<file path="src/rtl/mips_cpu_bus_arbiter.sv">
`default_nettype none
// ============================================================================
// Module      : mips_cpu_bus_arbiter
// Description : Arbitrates a MIPS core's instruction-fetch (I) and data (D)
//               Avalon-style ports onto one shared memory bus. Round-robin
//               on contention, one access in flight, a wait-cycle timeout,
//               and sticky protocol-error / timeout status flags.
// Revision    : 1.0 - initial release
// ============================================================================
module mips_cpu_bus_arbiter #(
  parameter int MAX_WAIT = 255
) (
  input  logic        clk,
  input  logic        reset,

  // Instruction-fetch port (read only)
  input  logic        i_read,
  input  logic [31:0] i_addr,
  output logic        i_waitrequest,
  output logic        i_readdatavalid,
  output logic [31:0] i_readdata,

  // Data port
  input  logic        d_read,
  input  logic        d_write,
  input  logic [31:0] d_addr,
  input  logic [31:0] d_writedata,
  input  logic [3:0]  d_byteenable,
  output logic        d_waitrequest,
  output logic        d_readdatavalid,
  output logic [31:0] d_readdata,

  // Shared memory bus
  output logic        m_read,
  output logic        m_write,
  output logic [31:0] m_addr,
  output logic [31:0] m_writedata,
  output logic [3:0]  m_byteenable,
  input  logic        m_waitrequest,
  input  logic [31:0] m_readdata,

  // Sticky status
  output logic        protocol_error,
  output logic        timeout
);

  // The counter only has to hold 0 .. MAX_WAIT-1: the abort fires on the
  // stalled cycle that would bring it to MAX_WAIT.
  localparam int CNT_W = (MAX_WAIT > 1) ? $clog2(MAX_WAIT) : 1;
  localparam logic [CNT_W-1:0] C_CNT_LAST = CNT_W'(MAX_WAIT - 1);

  // Grant encoding: 0 = instruction port, 1 = data port.
  localparam logic C_GRANT_I = 1'b0;
  localparam logic C_GRANT_D = 1'b1;

  typedef enum logic [1:0] {
    S_IDLE  = 2'd0,
    S_BUSY  = 2'd1,
    S_RDATA = 2'd2
  } state_t;

  state_t           state_q, state_d;
  logic             grant_q, grant_d;
  logic             last_grant_q, last_grant_d;
  logic [CNT_W-1:0] wait_cnt_q, wait_cnt_d;
  logic             protocol_error_q, protocol_error_d;
  logic             timeout_q, timeout_d;

  logic        w_i_req;
  logic        w_d_req;
  logic        w_g_read;
  logic        w_g_write;
  logic [31:0] w_g_addr;

  // Requests and the view of the currently granted port. A D-port request
  // with both read and write set is served as a read; the write is dropped.
  always_comb begin
    w_i_req   = i_read;
    w_d_req   = d_read | d_write;
    w_g_read  = (grant_q == C_GRANT_D) ? d_read : i_read;
    w_g_write = (grant_q == C_GRANT_D) ? (d_write & ~d_read) : 1'b0;
    w_g_addr  = (grant_q == C_GRANT_D) ? d_addr : i_addr;
  end

  // Next-state, arbitration, bus muxing and status-flag logic.
  always_comb begin
    state_d          = state_q;
    grant_d          = grant_q;
    last_grant_d     = last_grant_q;
    wait_cnt_d       = wait_cnt_q;
    protocol_error_d = protocol_error_q;
    timeout_d        = timeout_q;

    m_read          = 1'b0;
    m_write         = 1'b0;
    m_addr          = 32'h0;
    m_writedata     = 32'h0;
    m_byteenable    = 4'h0;
    i_waitrequest   = 1'b1;
    d_waitrequest   = 1'b1;
    i_readdatavalid = 1'b0;
    d_readdatavalid = 1'b0;
    i_readdata      = 32'h0;
    d_readdata      = 32'h0;

    case (state_q)
      S_IDLE: begin
        if (w_i_req || w_d_req) begin
          // On contention, the port that did not win last time goes first.
          if (w_i_req && w_d_req) begin
            grant_d = ~last_grant_q;
          end else begin
            grant_d = w_d_req ? C_GRANT_D : C_GRANT_I;
          end
          last_grant_d = grant_d;
          wait_cnt_d   = '0;
          state_d      = S_BUSY;
        end
      end

      S_BUSY: begin
        if (grant_q == C_GRANT_D) begin
          d_waitrequest = m_waitrequest;
        end else begin
          i_waitrequest = m_waitrequest;
        end

        if (!(w_g_read || w_g_write)) begin
          // Requester withdrew: abandon quietly.
          state_d = S_IDLE;
        end else begin
          m_read  = w_g_read;
          m_write = w_g_write;
          m_addr  = w_g_addr;
          if (grant_q == C_GRANT_D) begin
            m_writedata  = d_writedata;
            m_byteenable = d_byteenable;
          end else begin
            m_writedata  = 32'h0;
            m_byteenable = 4'hF;
          end

          if ((grant_q == C_GRANT_D) && d_read && d_write) begin
            protocol_error_d = 1'b1;
          end
          if (w_g_addr[1:0] != 2'b00) begin
            protocol_error_d = 1'b1;
          end

          if (m_waitrequest) begin
            if (wait_cnt_q == C_CNT_LAST) begin
              // Memory stalled too long: drop the access. The requester
              // still sees waitrequest and is arbitrated again from IDLE.
              timeout_d  = 1'b1;
              wait_cnt_d = '0;
              state_d    = S_IDLE;
            end else begin
              wait_cnt_d = wait_cnt_q + CNT_W'(1);
            end
          end else begin
            state_d = w_g_read ? S_RDATA : S_IDLE;
          end
        end
      end

      S_RDATA: begin
        if (grant_q == C_GRANT_D) begin
          d_readdatavalid = 1'b1;
          d_readdata      = m_readdata;
        end else begin
          i_readdatavalid = 1'b1;
          i_readdata      = m_readdata;
        end
        state_d = S_IDLE;
      end

      default: begin
        state_d = S_IDLE;
      end
    endcase

    // Reset masks the bus and the handshake outputs immediately, so an
    // access caught mid-flight is abandoned without a data pulse.
    if (reset) begin
      m_read          = 1'b0;
      m_write         = 1'b0;
      m_addr          = 32'h0;
      m_writedata     = 32'h0;
      m_byteenable    = 4'h0;
      i_waitrequest   = 1'b1;
      d_waitrequest   = 1'b1;
      i_readdatavalid = 1'b0;
      d_readdatavalid = 1'b0;
      i_readdata      = 32'h0;
      d_readdata      = 32'h0;
    end
  end

  // State, grant history, wait counter and sticky flags.
  always_ff @(posedge clk) begin
    if (reset) begin
      state_q          <= S_IDLE;
      grant_q          <= C_GRANT_I;
      last_grant_q     <= C_GRANT_D;
      wait_cnt_q       <= '0;
      protocol_error_q <= 1'b0;
      timeout_q        <= 1'b0;
    end else begin
      state_q          <= state_d;
      grant_q          <= grant_d;
      last_grant_q     <= last_grant_d;
      wait_cnt_q       <= wait_cnt_d;
      protocol_error_q <= protocol_error_d;
      timeout_q        <= timeout_d;
    end
  end

  assign protocol_error = protocol_error_q;
  assign timeout        = timeout_q;

endmodule
`default_nettype wire

</file>
<file path="config.mk">
export PLATFORM = sky130hd
export DESIGN_NAME = mips_cpu_bus_arbiter
export DESIGN_NICKNAME = d
export VERILOG_FILES = /design/src/rtl/mips_cpu_bus_arbiter.sv
export SDC_FILE = /design/constraint.sdc
export NUM_CORES = 1
export LEC_CHECK = 0
export CELL_PAD_IN_SITES_DETAIL_PLACEMENT = 0
export CELL_PAD_IN_SITES_GLOBAL_PLACEMENT = 1
export CORE_MARGIN = 2
export CORE_UTILIZATION = 14
export CTS_CLUSTER_DIAMETER = 50
export DETAILED_ROUTE_END_ITERATION = 7
export PLACE_DENSITY = 0.87
export SYNTH_ARGS = -nofsm -noshare
export SYNTH_HDL_FRONTEND = slang
export SYNTH_SLANG_ARGS = --single-unit
export TNS_END_PERCENT = 100
</file>
<file path="constraint.sdc">
create_clock -name clk -period 2.61 [get_ports clk]
set_clock_uncertainty 0.15 [all_clocks]
set_input_delay 0.783 -clock clk [delete_from_list [all_inputs] [get_ports clk]]
set_output_delay 0.783 -clock clk [all_outputs]
set_load 0.03 [all_outputs]
</file>
# --- After elaboration in Yosys (flattened, before gate mapping) ---
# Cells that the tools add are included.
totals:
  regBits: 14
  inputBits: 138
classes:
  addsub: 1
  eq_ne: 7
  n_mux: 53
  bitwise_logic: 4
  n_reduce_logical: 14
ops:
  columns: ["operator", "count"]
  rows:
  - ["2-to-1 mux 32 bit", 14]
  - ["2-to-1 mux 8 bit", 4]
  - ["2-to-1 mux 1 bit", 24]
  - ["2-to-1 mux 4 bit", 4]
  - ["case mux 8 bit (2 select lines)", 1]
  - ["2-to-1 mux 2 bit", 5]
  - ["adder 8 x 1 -> 8 bit (second input constant)", 1]
  - ["== test 8 bit (second input constant)", 1]
  - ["AND reduction 4 bit", 2]
  - ["!= test 2 bit (second input constant)", 3]
  - ["nonzero test 2 bit", 3]
  - ["!= test 4 bit (second input constant)", 1]
  - ["case mux 2 bit (2 select lines)", 1]
  - ["AND reduction 2 bit", 2]
  - ["logical AND 1 bit", 3]
  - ["AND reduction 3 bit", 1]
  - ["== test 2 x 1 -> 1 bit (second input constant)", 1]
  - ["== test 2 bit (second input constant)", 1]
  - ["zero test 2 bit", 1]
  - ["logical OR 1 bit", 2]
  - ["NOT 1 bit", 2]
  - ["AND 1 bit", 1]
  - ["bitwise OR 1 bit", 1]

# --- Longest topological paths before layout ---
# Gate-level depths: netlist (run 1).
logic_depth:
  depth_word: 7
  ltp_mapped: 7
  ltp_nobuf: 6

# --- Least setup slack after synthesis (run 1) ---
# Ideal clock, no wire load.
synth_path:
  path_type: "input to output"
  from: "in reset"
  to: "out d_readdata[22]"
  arrival_time_ps: 1959
  slack_ps: -282
  stages: 4
  n_path_buf: 1
  path_cell_list: "nand2b_1 -> nor2_1 -> clkbuf_1 -> and2_1"
synth_via:
  elab_chain_len: 1
synth_lines:
  columns: ["item", "line_no", "text"]
  rows:
  - ["from (decl)", "14", "input logic reset,"]
  - ["2-to-1 mux 32 bit", "184", "if (reset) begin"]
  - ["to (decl)", "31", "output logic [31:0] d_readdata,"]
# No other way between the ends.

# --- Worst setup path in the final report (run 1) ---
layout_path:
  from: "in d_write"
  to: "out m_writedata[23]"
layout_via:
  elab_chain_len: 6
layout_lines:
  columns: ["item", "line_no", "text"]
  rows:
  - ["from (decl)", "25", "input logic d_write,"]
  - ["AND 1 bit", "81", "w_g_write = (grant_q == C_GRANT_D) ? (d_write & ~d_read) : 1'b0;"]
  - ["2-to-1 mux 1 bit", "81", null]
  - ["logical OR 1 bit", "128", "if (!(w_g_read || w_g_write)) begin"]
  - ["2-to-1 mux 32 bit", "128", null]
  - ["2-to-1 mux 32 bit", "106", "case (state_q)"]
  - ["2-to-1 mux 32 bit", "184", null]
  - ["to (decl)", "37", "output logic [31:0] m_writedata,"]
# No other way between the ends.

==> results of run 1 <==
==> layer usage <==
layer  vias up  routed length [um]  track usage
met5         -                   0            0
met3         8                1244      0.02289
met2       192                7395       0.2795
li1       1597                   -            -
met1      1551                4579       0.1515
met4         0                 145      0.03371
==> layout make-up <==
cell class              count  area, um^2  share of cell area
repair buffers            328        3531              0.5698
well taps                 180       225.2             0.03634
clock buffers               4       88.84             0.01433
flip-flops and latches     14       282.8             0.04563
inverters                   9       33.78            0.005451
multi-input cells         247        2036              0.3285
==> flip-flops by register name, summed over array words and instances, names as in the netlist <==
register,cells
wait_cnt_q,8
last_grant_q,1
timeout,1
grant_q,1
protocol_error,1
state_q,2
==> repair_timing <==
| item | 4_1_cts | 5_1_grt |
|---|---|---|
| cloned | 4 | 9 |
| setup endpoints to repair | 138 | 138 |
| setup buffers | 10 | 1 |
| pin swaps | 31 | 31 |
| resized for setup | 143 | 87 |
==> kinds of logic after synthesis <==
kind of cell | share of synthesized area
flip-flops | 0.1392
adder cells (fa/ha/maj) | 0.01243
AO/OA/AOI/OAI | 0.1050
AND/OR/NAND/NOR | 0.5090
multiplexers | 0.1641
buffers and inverters | 0.07022
==> tightest hold or removal path: cells and delay by family (launching register included) <==
family	cells	cell delay [ns]
compound gates	1	0.04
simple gates	1	0.07
flops	1	0.33
==> Yosys cell counts, types with 2 or more instances <==
cell type,instances,area (um^2)
sky130_fd_sc_hd__a2bb2oi_1,2,17.52
sky130_fd_sc_hd__a211o_1,2,17.52
sky130_fd_sc_hd__and3_1,2,12.51
sky130_fd_sc_hd__ha_1,2,25.02
sky130_fd_sc_hd__nor4_1,2,12.51
sky130_fd_sc_hd__and2_1,97,606.8
sky130_fd_sc_hd__or3_1,2,12.51
sky130_fd_sc_hd__a21o_1,3,22.52
sky130_fd_sc_hd__or2_2,2,12.51
sky130_fd_sc_hd__nand2b_1,7,43.79
sky130_fd_sc_hd__dfxtp_1,14,280.3
sky130_fd_sc_hd__buf_2,5,25.02
sky130_fd_sc_hd__nand3_1,7,35.03
sky130_fd_sc_hd__and4_1,2,17.52
sky130_fd_sc_hd__a31oi_1,2,12.51
sky130_fd_sc_hd__clkbuf_1,15,56.30
sky130_fd_sc_hd__inv_1,9,33.78
sky130_fd_sc_hd__mux2i_1,33,330.3
sky130_fd_sc_hd__a21oi_1,10,50.05
sky130_fd_sc_hd__o21ai_0,2,10.01
sky130_fd_sc_hd__nand2_1,5,18.77
sky130_fd_sc_hd__nand4_1,3,18.77
sky130_fd_sc_hd__nor3_1,5,25.02
sky130_fd_sc_hd__a22oi_1,3,22.52
sky130_fd_sc_hd__buf_4,2,15.01
sky130_fd_sc_hd__nor2_1,40,150.1
sky130_fd_sc_hd__o32ai_1,4,35.03
==> power breakdown <==
part | switching, W | internal (W)
clock network | 0.0000864 | 0.000232
logic | 0.000309 | 0.000398
registers | 0.00000621 | 0.000222
==> per-stage QoR <==
step / setup TNS [ns] / util / std cells
after floorplan: -5.568 / - / 293
final: -15.51 / 0.4430 / 782
after global placement: -73.25 / 0.3620 / 756
after detailed placement: -76.06 / 0.3620 / 756
after CTS: -20.35 / 0.4070 / 774
after global routing: -24.18 / 0.4430 / 782
==> worst min-delay path by stage <==
stage | depth (start not counted) | startpoint | endpoint | slack, ns
after floorplan | 1 | last_grant_q | last_grant_q | 0.31
after global placement | 2 | protocol_error | protocol_error | 0.31
after detailed placement | 2 | protocol_error | protocol_error | 0.33
after CTS | 2 | protocol_error | protocol_error | 0.34
after global routing | 2 | wait_cnt_q[6] | wait_cnt_q[6] | 0.37
final | 2 | timeout | timeout | 0.33
==> impl_metrics.xml, run 1 <==
<?xml version="1.0" encoding="UTF-8"?>
<metrics>
  <group name="sta">
    <metric name="report.final.slew_viol_count" unit="">0</metric>
    <metric name="rsz0062_at_grt" unit="">yes</metric>
    <metric name="achievable-frequency" unit="GHz">0.3524</metric>
    <metric name="finalCritPeriodShare" unit="">1.087</metric>
    <metric name="slew-limit-headroom" unit="">0.7018</metric>
    <metric name="timing.final.hold_violations" unit="">0</metric>
    <metric name="tightestPinTransition" unit="ns">0.4474</metric>
    <metric name="timing.final.setup_violations" unit="">135</metric>
    <metric name="hold-worst-slack" unit="ns">0.3326</metric>
    <metric name="setup_slack" unit="ns">-0.2280</metric>
    <metric name="finalWorstPathRequiredPeriod" unit="ns">2.838</metric>
  </group>
  <group name="placement">
    <metric name="place_congestion" unit="">0.9249</metric>
    <metric name="dpl_worst_slack" unit="ns">-0.7021</metric>
    <metric name="detailed_place.area" unit="um^2">5064</metric>
    <metric name="portBuffers" unit="">277</metric>
    <metric name="hpwl" unit="um">9403</metric>
  </group>
  <group name="synth">
    <metric name="number_of_enable_type_register_cells_in_the_synthesized_netlist" unit="">0</metric>
    <metric name="postSynthRegisterBits" unit="">14</metric>
    <metric name="synth_cells" unit="">293</metric>
    <metric name="synthDistinctLibCells" unit="">38</metric>
    <metric name="postSynth.asyncResetShare" unit="">0</metric>
    <metric name="synth_sequential_area_ratio" unit="">0.1392</metric>
    <metric name="syn-num-nets" unit="">433</metric>
    <metric name="postSynthAreaPerCell" unit="um^2">6.871</metric>
    <metric name="synth_flop_cell" unit="">sky130_fd_sc_hd__dfxtp_1</metric>
    <metric name="post_synthesis_cell_area" unit="um^2">2013</metric>
    <metric name="synthesis.yosys.warnings" unit="">0</metric>
  </group>
  <group name="finish">
    <metric name="drive_gt1_frac" unit="">0.5150</metric>
    <metric name="syn_to_layout_area_delta" unit="%">207.8</metric>
    <metric name="post_layout_nets" unit="">743</metric>
    <metric name="layout.cell_area.non_filler" unit="um^2">6197</metric>
    <metric name="num-fill-cells" unit="">1316</metric>
    <metric name="number_of_antenna_cells_inserted" unit="">0</metric>
    <metric name="most-common-layout-cells" unit="">134 x sky130_fd_sc_hd__clkdlybuf4s50_1, 95 x sky130_fd_sc_hd__buf_6, 69 x sky130_fd_sc_hd__buf_4</metric>
    <metric name="most_frequent_standard_cell_in_the_layout_excluding_fill_and_tap_cells" unit="">sky130_fd_sc_hd__clkdlybuf4s50_1</metric>
  </group>
  <group name="routing">
    <metric name="remaining_drc_errors" unit="">0</metric>
    <metric name="routed_wl" unit="um">13360</metric>
    <metric name="ant_nets" unit="">0</metric>
    <metric name="route.vias.total" unit="">3348</metric>
    <metric name="drt-vias-per-instance" unit="">4.281</metric>
    <metric name="routedWlPerCell" unit="um">17.09</metric>
    <metric name="dr.first_iter.drc_count" unit="">101</metric>
    <metric name="drt_first_pass_iters" unit="">4</metric>
  </group>
  <group name="cts">
    <metric name="tritoncts.num_buffers" unit="">3</metric>
    <metric name="insertion_delay" unit="ns">0.24</metric>
    <metric name="tritoncts" unit="">yes</metric>
    <metric name="postCtsHoldBufs" unit="">0</metric>
    <metric name="cts.clk_slew.worst_paths" unit="ns">0.05</metric>
    <metric name="cts.root.buffer_cell" unit="">sky130_fd_sc_hd__clkbuf_16</metric>
    <metric name="ctsHtreeMaxLevel" unit="">1</metric>
    <metric name="clock_sink_count" unit="">14</metric>
    <metric name="cts.path.max_buffers" unit="">2</metric>
  </group>
  <group name="global_route">
    <metric name="grt_pass1_vias" unit="">3204</metric>
    <metric name="gr-total-overflow" unit="">0</metric>
    <metric name="overall_global_routing_usage" unit="">0.1401</metric>
    <metric name="first_pass_grt_wire_length" unit="um">16820</metric>
    <metric name="antenna_found_initial" unit="">0</metric>
    <metric name="grt_max_degree" unit="">37</metric>
  </group>
  <group name="critical_path">
    <metric name="timing.critical_path.depth" unit="">8</metric>
    <metric name="critical_path.endpoint_type" unit="">output pin</metric>
    <metric name="path_cells" unit="">buf_8 &gt; nor3b_4 &gt; buf_6 &gt; nor4_4 &gt; buf_4 &gt; clkbuf_16 &gt; and2_4 &gt; buf_6</metric>
    <metric name="register_to_register_setup_slack" unit="ns">0.64</metric>
    <metric name="critical_register_to_register_path_startpoint" unit="">grant_q</metric>
    <metric name="reg2reg_depth" unit="">5</metric>
    <metric name="cp_data_required_time" unit="ns">1.68</metric>
    <metric name="worst_path_most_repeated_cell" unit="">sky130_fd_sc_hd__buf_6</metric>
    <metric name="critPathCapture" unit="">m_writedata[23]</metric>
    <metric name="timing.critical_path.slowest_cell_delay" unit="ns">0.28</metric>
    <metric name="critPathLaunchType" unit="">input port</metric>
    <metric name="cp_top_family" unit="">buffers and inverters</metric>
    <metric name="timing.critical_path.slowest_stage_cell" unit="">sky130_fd_sc_hd__nor4_4</metric>
    <metric name="worstSetupStartpoint" unit="">d_write</metric>
    <metric name="reg2reg_to" unit="">wait_cnt_q[3]</metric>
    <metric name="cp_num_buf_inv" unit="">5</metric>
    <metric name="critical_path.max_fanout" unit="">8</metric>
    <metric name="criticalPathCategory" unit="">input port to output pin</metric>
    <metric name="cp.arrival" unit="ns">1.91</metric>
  </group>
  <group name="run_status">
    <metric name="violations_in_the_final_reports" unit="">negative setup slack</metric>
    <metric name="run_status" unit="">finished with violations</metric>
  </group>
  <group name="power">
    <metric name="p_leak" unit="nW">2.663</metric>
    <metric name="p_per_area" unit="nW/um^2">202.1</metric>
    <metric name="total_power" unit="W">0.001253</metric>
    <metric name="max-vdd-ir-drop" unit="V">0.0001411</metric>
  </group>
  <group name="run">
    <metric name="maxCapViolations" unit="">0</metric>
  </group>
  <group name="floorplanning">
    <metric name="die_width" unit="um">123.9</metric>
    <metric name="io_pins" unit="">278</metric>
    <metric name="dieArea" unit="um^2">15350</metric>
    <metric name="coreArea" unit="um^2">13990</metric>
    <metric name="fp-row-count" unit="">43</metric>
    <metric name="initial_core_utilization" unit="">0.1439</metric>
    <metric name="dieHeight" unit="um">123.9</metric>
  </group>
  <group name="min_path">
    <metric name="hp-class" unit="">register to register</metric>
  </group>
</metrics>
(Power assumes the default switching activity.)
==> inputs of run 2 (changes only) <==
CTS_CLUSTER_SIZE = 16   (was not set)
==> results of run 2 <==
Same layout as run 1: the final DEF is identical, and so are final timing and power.
==> inputs of run 3 (changes only) <==
MAX_ROUTING_LAYER = met4   (was not set)
SETUP_SLACK_MARGIN = 0.4   (was not set)
==> impl_metrics.xml, run 3 (synthesis gave the netlist of run 1 again) <==
<?xml version="1.0" encoding="UTF-8"?>
<metrics>
  <group name="run_status">
    <metric name="run_status" unit="">finished with violations</metric>
    <metric name="violations_in_the_final_reports" unit="">negative setup slack</metric>
  </group>
  <group name="power">
    <metric name="p_leak" unit="nW">2.982</metric>
    <metric name="max-vdd-ir-drop" unit="V">0.0002358</metric>
    <metric name="p_clk_frac" unit="">0.242</metric>
    <metric name="power_report.internal_total" unit="W">0.0008920</metric>
    <metric name="sequentialPowerShare" unit="">0.176</metric>
    <metric name="p_per_area" unit="nW/um^2">188.5</metric>
    <metric name="switching_power" unit="W">0.0004245</metric>
    <metric name="sw_ratio" unit="">0.3225</metric>
    <metric name="power.share.combinational" unit="">0.582</metric>
  </group>
  <group name="sta">
    <metric name="rsz0062_at_grt" unit="">yes</metric>
    <metric name="tightestPinTransition" unit="ns">0.3897</metric>
    <metric name="finalCritPeriodShare" unit="">1.106</metric>
    <metric name="timing.final.setup_violations" unit="">136</metric>
    <metric name="achievable-frequency" unit="GHz">0.3464</metric>
    <metric name="timing.final.hold_violations" unit="">0</metric>
    <metric name="hold-worst-slack" unit="ns">0.3150</metric>
    <metric name="finalWorstPathRequiredPeriod" unit="ns">2.887</metric>
    <metric name="report.final.slew_viol_count" unit="">0</metric>
    <metric name="slew-limit-headroom" unit="">0.7402</metric>
    <metric name="setup_slack" unit="ns">-0.2771</metric>
  </group>
  <group name="cts">
    <metric name="cts.path.max_buffers" unit="">2</metric>
    <metric name="tritoncts.num_buffers" unit="">3</metric>
    <metric name="tritoncts" unit="">yes</metric>
    <metric name="cts.root.buffer_cell" unit="">sky130_fd_sc_hd__clkbuf_16</metric>
    <metric name="clock_sink_count" unit="">14</metric>
    <metric name="insertion_delay" unit="ns">0.24</metric>
    <metric name="ctsHtreeMaxLevel" unit="">1</metric>
    <metric name="cts.clk_slew.worst_paths" unit="ns">0.05</metric>
  </group>
  <group name="floorplanning">
    <metric name="die_width" unit="um">123.9</metric>
    <metric name="coreArea" unit="um^2">13990</metric>
    <metric name="io_pins" unit="">278</metric>
    <metric name="dieArea" unit="um^2">15350</metric>
    <metric name="dieHeight" unit="um">123.9</metric>
    <metric name="initial_core_utilization" unit="">0.1439</metric>
    <metric name="fp-row-count" unit="">43</metric>
  </group>
  <group name="routing">
    <metric name="dr.first_iter.drc_count" unit="">70</metric>
    <metric name="drt-vias-per-instance" unit="">4.314</metric>
    <metric name="remaining_drc_errors" unit="">0</metric>
    <metric name="drt_first_pass_iters" unit="">4</metric>
    <metric name="route.vias.total" unit="">3464</metric>
    <metric name="routedWlPerCell" unit="um">16.59</metric>
    <metric name="ant_nets" unit="">0</metric>
    <metric name="routed_wl" unit="um">13320</metric>
  </group>
  <group name="finish">
    <metric name="syn_to_layout_area_delta" unit="%">246.9</metric>
    <metric name="number_of_antenna_cells_inserted" unit="">0</metric>
    <metric name="top_register_by_number_of_flip_flops" unit="">wait_cnt_q</metric>
    <metric name="final_cell_count_no_fill" unit="">803</metric>
    <metric name="post_layout_nets" unit="">764</metric>
    <metric name="layout.cell_area.non_filler" unit="um^2">6983</metric>
    <metric name="drive_gt1_frac" unit="">0.5971</metric>
    <metric name="reg.largest.list" unit="">wait_cnt_q (8), state_q (2)</metric>
    <metric name="most-common-layout-cells" unit="">152 x sky130_fd_sc_hd__buf_6, 132 x sky130_fd_sc_hd__clkdlybuf4s50_1, 96 x sky130_fd_sc_hd__and2_4</metric>
    <metric name="largest_register_ffs" unit="">8</metric>
    <metric name="most_frequent_standard_cell_in_the_layout_excluding_fill_and_tap_cells" unit="">sky130_fd_sc_hd__buf_6</metric>
  </group>
  <group name="global_route">
    <metric name="gr-total-overflow" unit="">0</metric>
    <metric name="grt_pass1_vias" unit="">3542</metric>
    <metric name="first_pass_grt_wire_length" unit="um">18520</metric>
    <metric name="grt_max_degree" unit="">23</metric>
    <metric name="antenna_found_initial" unit="">0</metric>
    <metric name="overall_global_routing_usage" unit="">0.1584</metric>
  </group>
  <group name="placement">
    <metric name="placedCellCount" unit="">752</metric>
    <metric name="portBuffers" unit="">277</metric>
    <metric name="detailed_place.area" unit="um^2">5403</metric>
    <metric name="hpwl" unit="um">9223</metric>
    <metric name="place_congestion" unit="">0.7818</metric>
  </group>
  <group name="critical_path">
    <metric name="critical_path.endpoint_type" unit="">output pin</metric>
    <metric name="critPathLaunchType" unit="">input port</metric>
    <metric name="criticalPathCategory" unit="">input port to output pin</metric>
    <metric name="cp_data_required_time" unit="ns">1.68</metric>
    <metric name="cp.arrival" unit="ns">1.95</metric>
    <metric name="critical_path.max_fanout" unit="">8</metric>
  </group>
  <group name="run">
    <metric name="maxCapViolations" unit="">0</metric>
  </group>
  <group name="min_path">
    <metric name="hp-class" unit="">register to register</metric>
  </group>
</metrics>
## run 3: cell type report
cell class | instances | area, um^2
Timing Repair Buffer | 349 | 4115
Sequential cell | 14 | 282.8
Inverter | 9 | 33.78
Multi-Input combinational cell | 247 | 2237
Tap cell | 180 | 225.2
Clock buffer | 4 | 88.84
Fill cell | 1230 | 7005
## run 3: worst max-delay path: stages
cell,delay (ns)
sky130_fd_sc_hd__buf_8,0.10
sky130_fd_sc_hd__nor3b_4,0.22
sky130_fd_sc_hd__buf_4,0.15
sky130_fd_sc_hd__nor4_4,0.03
sky130_fd_sc_hd__buf_4,0.16
sky130_fd_sc_hd__buf_12,0.12
sky130_fd_sc_hd__buf_16,0.13
sky130_fd_sc_hd__and2_4,0.13
sky130_fd_sc_hd__buf_6,0.13
## run 3: final timing paths
check	slack, ns	start	depth (start not counted)	to
max	-0.28	d_write	9	m_writedata[8]
min	0.31	protocol_error	2	protocol_error
max reg2reg	0.43	grant_q	6	wait_cnt_q[2]
min reg2reg	0.31	protocol_error	2	protocol_error
## run 3: repair_timing
| item | CTS | global route |
|---|---|---|
| pin swaps | 22 | 18 |
| hold buffers | 0 | 0 |
| cloned | 14 | 3 |
| gates resized for setup | 231 | 19 |
| setup buffers | 25 | 5 |
| setup endpoints to repair | 149 | 142 |
## run 3: layer usage
metal | global-route usage | up-vias | routed length, um
li1 | - | 1646 | -
met1 | 0.1491 | 1619 | 4165
met2 | 0.3280 | 175 | 7831
met3 | 0.02198 | 24 | 1041
met4 | 0.04424 | 0 | 285
met5 | - | - | 0
## run 3: through the flow
| stage | setup TNS (ns) | total power, W | util | setup WS, ns |
|---|---|---|---|---|
| 6_report | -24.72 | 0.001316 | 0.4992 | -0.2771 |
| 5_1_grt | -33.11 | 0.001377 | 0.4992 | -0.3560 |
| 4_1_cts | -24.72 | 0.001298 | 0.4854 | -0.2761 |
| 3_5_place_dp | -72.06 | 0.0008811 | 0.3862 | -0.6661 |
| 3_3_place_gp | -68.43 | 0.0008708 | 0.3862 | -0.6490 |
| 2_1_floorplan | 0 | 0.0005507 | - | 0.03956 |
## run 3: power by group through the flow
stage,clock [W],combinational (W),sequential [W]
finish,0.000318,0.000766,0.000232
global route,0.000336,0.000809,0.000233
CTS,0.000324,0.000742,0.000232
detailed placement,0,0.000646,0.000235
global placement,0,0.000637,0.000234
floorplan,0,0.000319,0.000232
